File: src/rtl/usb_tx.sv
// usb_tx: USB low/full speed transmitter.
// Takes bytes from the SIE over a valid/ready handshake. Sends SYNC, then the
// bytes LSB first with bit stuffing and NRZI coding, then EOP (SE0, SE0, J).
// One line symbol is produced per clk_en strobe, so clk_en alone sets the bit rate.
//
// Ports:
//   clk     in   system clock
//   reset   in   synchronous active-high reset (not gated by clk_en)
//   clk_en  in   bit-rate strobe, one line symbol per asserted cycle
//   data    in   byte from SIE, sampled only in a load slot
//   valid   in   SIE has a byte to send
//   ready   out  one-clk pulse, byte on data consumed
//   txd     out  line state (J, K, SE0)
//   oe      out  transceiver output enable, SYNC through EOP J
//   active  out  packet in progress, identical to oe

package usb_tx_pkg;
   typedef enum logic [1:0] {
      DSe0 = 2'b00,
      DK   = 2'b01,
      DJ   = 2'b10
   } d_port_t;
endpackage

module usb_tx
   import usb_tx_pkg::*;
(
   input  logic       clk,
   input  logic       reset,
   input  logic       clk_en,
   input  logic [7:0] data,
   input  logic       valid,
   output logic       ready,
   output d_port_t    txd,
   output logic       oe,
   output logic       active
);

   typedef enum logic [2:0] {
      StIdle,
      StSync,
      StData,
      StEop1,
      StEopJ
   } state_e;

   state_e     state_q, state_d;
   logic [2:0] bit_idx_q, bit_idx_d;
   logic [7:0] shift_q, shift_d;
   logic [2:0] ones_q, ones_d;
   logic       level_q, level_d;       // current NRZI level, 1 = J
   d_port_t    txd_q, txd_d;
   logic       oe_q, oe_d;
   logic       ready_q;
   logic       idle_hold_q, idle_hold_d;
   logic       load;
   logic       tx_en;                  // a bit goes through NRZI this slot
   logic       tx_bit;

   always_comb begin
      state_d     = state_q;
      bit_idx_d   = bit_idx_q;
      shift_d     = shift_q;
      ones_d      = ones_q;
      level_d     = level_q;
      txd_d       = txd_q;
      oe_d        = oe_q;
      idle_hold_d = idle_hold_q;
      load        = 1'b0;
      tx_en       = 1'b0;
      tx_bit      = 1'b0;

      unique case (state_q)
         StIdle: begin
            txd_d     = DJ;
            oe_d      = 1'b0;
            level_d   = 1'b1;
            ones_d    = 3'd0;
            bit_idx_d = 3'd0;
            // The first idle slot after EOP is always spent on J.
            if (idle_hold_q) begin
               idle_hold_d = 1'b0;
            end else if (valid) begin
               state_d = StSync;
            end
         end
         StSync: begin
            oe_d      = 1'b1;
            tx_en     = 1'b1;
            tx_bit    = (bit_idx_q == 3'd7);
            bit_idx_d = bit_idx_q + 3'd1;  // wraps to 0, ready for the first load slot
            if (bit_idx_q == 3'd7) begin
               state_d = StData;
            end
         end
         StData: begin
            oe_d = 1'b1;
            if (ones_q == 3'd6) begin
               // Stuff slot: a forced zero; shift register and bit index hold.
               tx_en  = 1'b1;
               tx_bit = 1'b0;
            end else if (bit_idx_q == 3'd0) begin
               if (valid) begin
                  load      = 1'b1;
                  tx_en     = 1'b1;
                  tx_bit    = data[0];
                  shift_d   = {1'b0, data[7:1]};
                  bit_idx_d = 3'd1;
               end else begin
                  // No byte offered: this slot is the first SE0 of EOP.
                  txd_d   = DSe0;
                  state_d = StEop1;
               end
            end else begin
               tx_en     = 1'b1;
               tx_bit    = shift_q[0];
               shift_d   = {1'b0, shift_q[7:1]};
               bit_idx_d = bit_idx_q + 3'd1;
            end
         end
         StEop1: begin
            oe_d    = 1'b1;
            txd_d   = DSe0;
            state_d = StEopJ;
         end
         StEopJ: begin
            oe_d        = 1'b1;
            txd_d       = DJ;
            level_d     = 1'b1;
            idle_hold_d = 1'b1;
            state_d     = StIdle;
         end
         default: begin
            state_d = StIdle;
         end
      endcase

      // NRZI: a zero toggles the line, a one holds it.
      if (tx_en) begin
         level_d = tx_bit ? level_q : ~level_q;
         ones_d  = tx_bit ? (ones_q + 3'd1) : 3'd0;
         txd_d   = level_d ? DJ : DK;
      end
   end

   always_ff @(posedge clk) begin
      if (reset) begin
         state_q     <= StIdle;
         bit_idx_q   <= 3'd0;
         shift_q     <= 8'd0;
         ones_q      <= 3'd0;
         level_q     <= 1'b1;
         txd_q       <= DJ;
         oe_q        <= 1'b0;
         ready_q     <= 1'b0;
         idle_hold_q <= 1'b0;
      end else begin
         // Updated every clk so the pulse is exactly one clk wide.
         ready_q <= load & clk_en;
         if (clk_en) begin
            state_q     <= state_d;
            bit_idx_q   <= bit_idx_d;
            shift_q     <= shift_d;
            ones_q      <= ones_d;
            level_q     <= level_d;
            txd_q       <= txd_d;
            oe_q        <= oe_d;
            idle_hold_q <= idle_hold_d;
         end
      end
   end

   assign ready  = ready_q;
   assign txd    = txd_q;
   assign oe     = oe_q;
   assign active = oe_q;

endmodule

File: config.mk
export PLATFORM = sky130hd
export DESIGN_NAME = usb_tx
export DESIGN_NICKNAME = d
export VERILOG_FILES = /design/src/rtl/usb_tx.sv
export SDC_FILE = /design/constraint.sdc
export NUM_CORES = 1
export LEC_CHECK = 0
export BUFFER_PORTS_ARGS = -buffer_cell sky130_fd_sc_hd__buf_4
export CORE_ASPECT_RATIO = 0.5
export CORE_UTILIZATION = 35
export CTS_BUF_LIST = sky130_fd_sc_hd__clkbuf_16
export DETAILED_ROUTE_END_ITERATION = 6
export HOLD_SLACK_MARGIN = 0.15
export PLACE_DENSITY_LB_ADDON = 0.25
export SLEW_MARGIN = 20
export SYNTH_ARGS = -nofsm -noshare
export SYNTH_HDL_FRONTEND = slang
export SYNTH_SLANG_ARGS = --single-unit
File: constraint.sdc
create_clock -name clk -period 2.7 [get_ports clk]
set_input_delay 0.54 -clock clk [delete_from_list [all_inputs] [get_ports clk]]
set_output_delay 0.54 -clock clk [all_outputs]
set_load 0.01 [all_outputs]
==> impl_metrics.yaml <==
run:
  cap_viol_max_count: 0
cells_and_area:
  layout_commonest_cell: "nor2_1"
  nets: 181
  antenna_cells: 0
  final_cell_mix: "nor2_1, dfxtp_1, a21oi_1, buf_4"
  drive_above_1_share_pct: 17.79
  area_growth_pct: 17.26
routing:
  num_vias: 1100
  routed_wl_mm: 2.583
  wire_per_inst_um: 12.07
  first_iter_violations: 67
  drc: 0
  viasPerCell: 5.140
  drtAntennaViolNets: 0
  firstDrtPassIters: 4
yosys:
  syn_inst: 153
  synthesis.nets: 170
  synth_sequential_area_ratio_pct: 34.14
  synth_fa_ha_area_share_pct: 4.850
  synthArstFlopShare_pct: 0
  yosysWarnings: 0
  synth_compound_area_share_pct: 20.17
  synthFlopType: "dfxtp_1"
  synth_mux_area_share_pct: 8.050
  yosys.area_share.simple_pct: 25.12
  synth_area_sq_um: 1290
  syn_area_per_cell_sq_um: 8.431
  ys_ff_latch: 22
  synth_top_family_by_area: "simple AND/OR/NAND/NOR gates"
  synth_edf_count: 0
  synth-xor-area-share_pct: 1.358
  ys_types: 43
die:
  io_pins: 17
  die_x_um: 87.86
  die_y_um: 44.93
  core-area_sq_um: 3472
  design.die.area_sq_um: 3947
  initial_core_util_pct: 37.15
  rows: 15
setup_path:
  crit_required_ps: 2850
  criticalPathCategory: "reg2reg"
  crit_arrival_ps: 2120
  rr_startpoint: "bit_idx_q[0]"
  end_kind: "register"
  rr_endpoint: "txd[0]"
  cp-start-kind: "register"
  reg2reg_slack_ps: 720
  rr_worst_depth: 7
  crit_fanout: 10
timing:
  tightest_slew_ps: 552.5
  slew_headroom_pct: 63.11
  layout_worst_path_cycle_share_pct: 73.21
  fmax_mhz: 505.9
  final_max_slew_viol_count: 0
  final-setup-viol-count: 0
  rsz0062_at_grt: "false"
  skew_ps: 5.601
  finalHoldViolCount: 0
  period_needed_ps: 1977
  fin_setup_tns_ps: 0
clocking:
  postCtsSetupBuffers: 0
  clkSinkCount: 22
  root_buffer: "clkbuf_16"
  cts_tree: "done"
  insertion_delay_ps: 260
  htreeDepth: 1
  cts_resized: 0
  max-clock-path-buffers: 2
  clk_pin_slew_ps: 60
  cts_made_buffers: 3
  hold_buffers: 0
grt:
  grt_pass1_wl_mm: 4.353
  antenna_found_initial: 0
  grt_usage_pct: 14.81
  gr-total-overflow: 0
  grt_max_degree: 26
  grt_pass1_vias: 949
power_and_ir_drop:
  pwr-share-clk_pct: 48.9
  pwr_density_cell_nw_per_um2: 565.4
  combPwrFrac_pct: 11.2
  p_sw_share_pct: 21.32
  power_mw: 0.8553
  internal_power_mw: 0.6729
  switchingPower_mw: 0.1824
  vdd_drop_max_mv: 0.2359
  p_leak_nw: 0.6161
  power_frac_seq_pct: 39.9
place:
  port_buffers: 16
  place_congestion: 0.8748
  dpl.hpwl_mm: 1.845
min_path:
  hold_path_class: "reg2reg"
  hp-start: "shift_q[1]"
  hold_end: "shift_q[1]"
  hold_depth: 2
run_status:
  status: "finished, final reports clean"
==> power by group through the flow <==
| stage | sequential (mW) | clock (mW) | combinational [mW] |
|---|---|---|---|
| global route | 0.343 | 0.443 | 0.106 |
| global placement | 0.349 | 0 | 0.0951 |
| detailed placement | 0.349 | 0 | 0.0954 |
| finish | 0.341 | 0.418 | 0.0958 |
| CTS | 0.341 | 0.429 | 0.0964 |
| floorplan | 0.345 | 0 | 0.0770 |
==> Yosys cell counts (2+ instances only) <==
cell type	number	area [sq um]
nor2_1	30	112.6
dfxtp_1	22	440.4
a21oi_1	18	90.09
mux2i_1	9	90.09
nand2_1	9	33.78
clkbuf_1	5	18.77
ha_1	5	62.56
o21ai_0	5	25.02
inv_1	4	15.01
nand2b_1	4	25.02
nor3_1	4	20.02
buf_4	3	22.52
nand3_1	2	10.01
nand3b_1	2	15.01
nor2b_1	2	12.51
o21ai_1	2	10.01
==> critical path, stage by stage, from the launching register on <==
cell and delay (ps):
dfxtp_1 340, inv_1 60, ha_1 150, nor2b_4 350, mux2i_2 150, o41ai_4 440, nor4b_2 120, a211o_1 240
==> area by class of cell <==
type,instances,area [sq um]
Inverter,4,15.01
Clock inverter,1,30.03
Fill cell,366,1959
Tap cell,51,63.81
Clock buffer,3,75.07
Timing Repair Buffer,16,120.1
Multi-Input combinational cell,117,768.2
Sequential cell,22,440.4
==> state kept, by name, summed over array words and instances (netlist names) <==
register and count:
idle_hold_q 1, level_q 1, bit_idx_q 3, shift_q 7, ones_q 3, txd 2
ready 1, state_q 3, active 1
==> routing by layer <==
metal	wire length (um)	track usage, %
met5	0	0
met3	95	4.753
met4	48	5.902
met2	1126	23.57
met1	1312	18.99
==> cell families after synthesis <==
group           Yosys count
fa+ha+maj                 5
mux                      10
simple gates             63
compound gates           37
buf+inv                  14
flops                    22
xor+xnor                  2
==> stage by stage <==
step                      hold slack, ps  std cells  setup WS, ps  area [sq um]  util [%]
after detailed placement           477.8        210         720.9          1408     40.54
after CTS                          492.0        214         695.8          1513     43.57
after floorplan                    453.7        153         870.9          1290         -
final                              482.5        214         723.4          1513     43.57
after global placement             464.7        210         706.6          1408     40.54
after global routing               521.9        214         549.3          1513     43.57
==> worst max path at each step <==
stage / start / endpoint / slack [ps] / depth (start not counted)
floorplan: bit_idx_q[0] / txd[0] / 870 / 8
global placement: bit_idx_q[0] / txd[0] / 710 / 7
detailed placement: bit_idx_q[0] / txd[0] / 720 / 7
CTS: bit_idx_q[0] / txd[0] / 700 / 7
global route: state_q[1] / shift_q[4] / 550 / 5
finish: bit_idx_q[0] / txd[0] / 720 / 7
No activity file was read; power rests on OpenSTA's default activity.
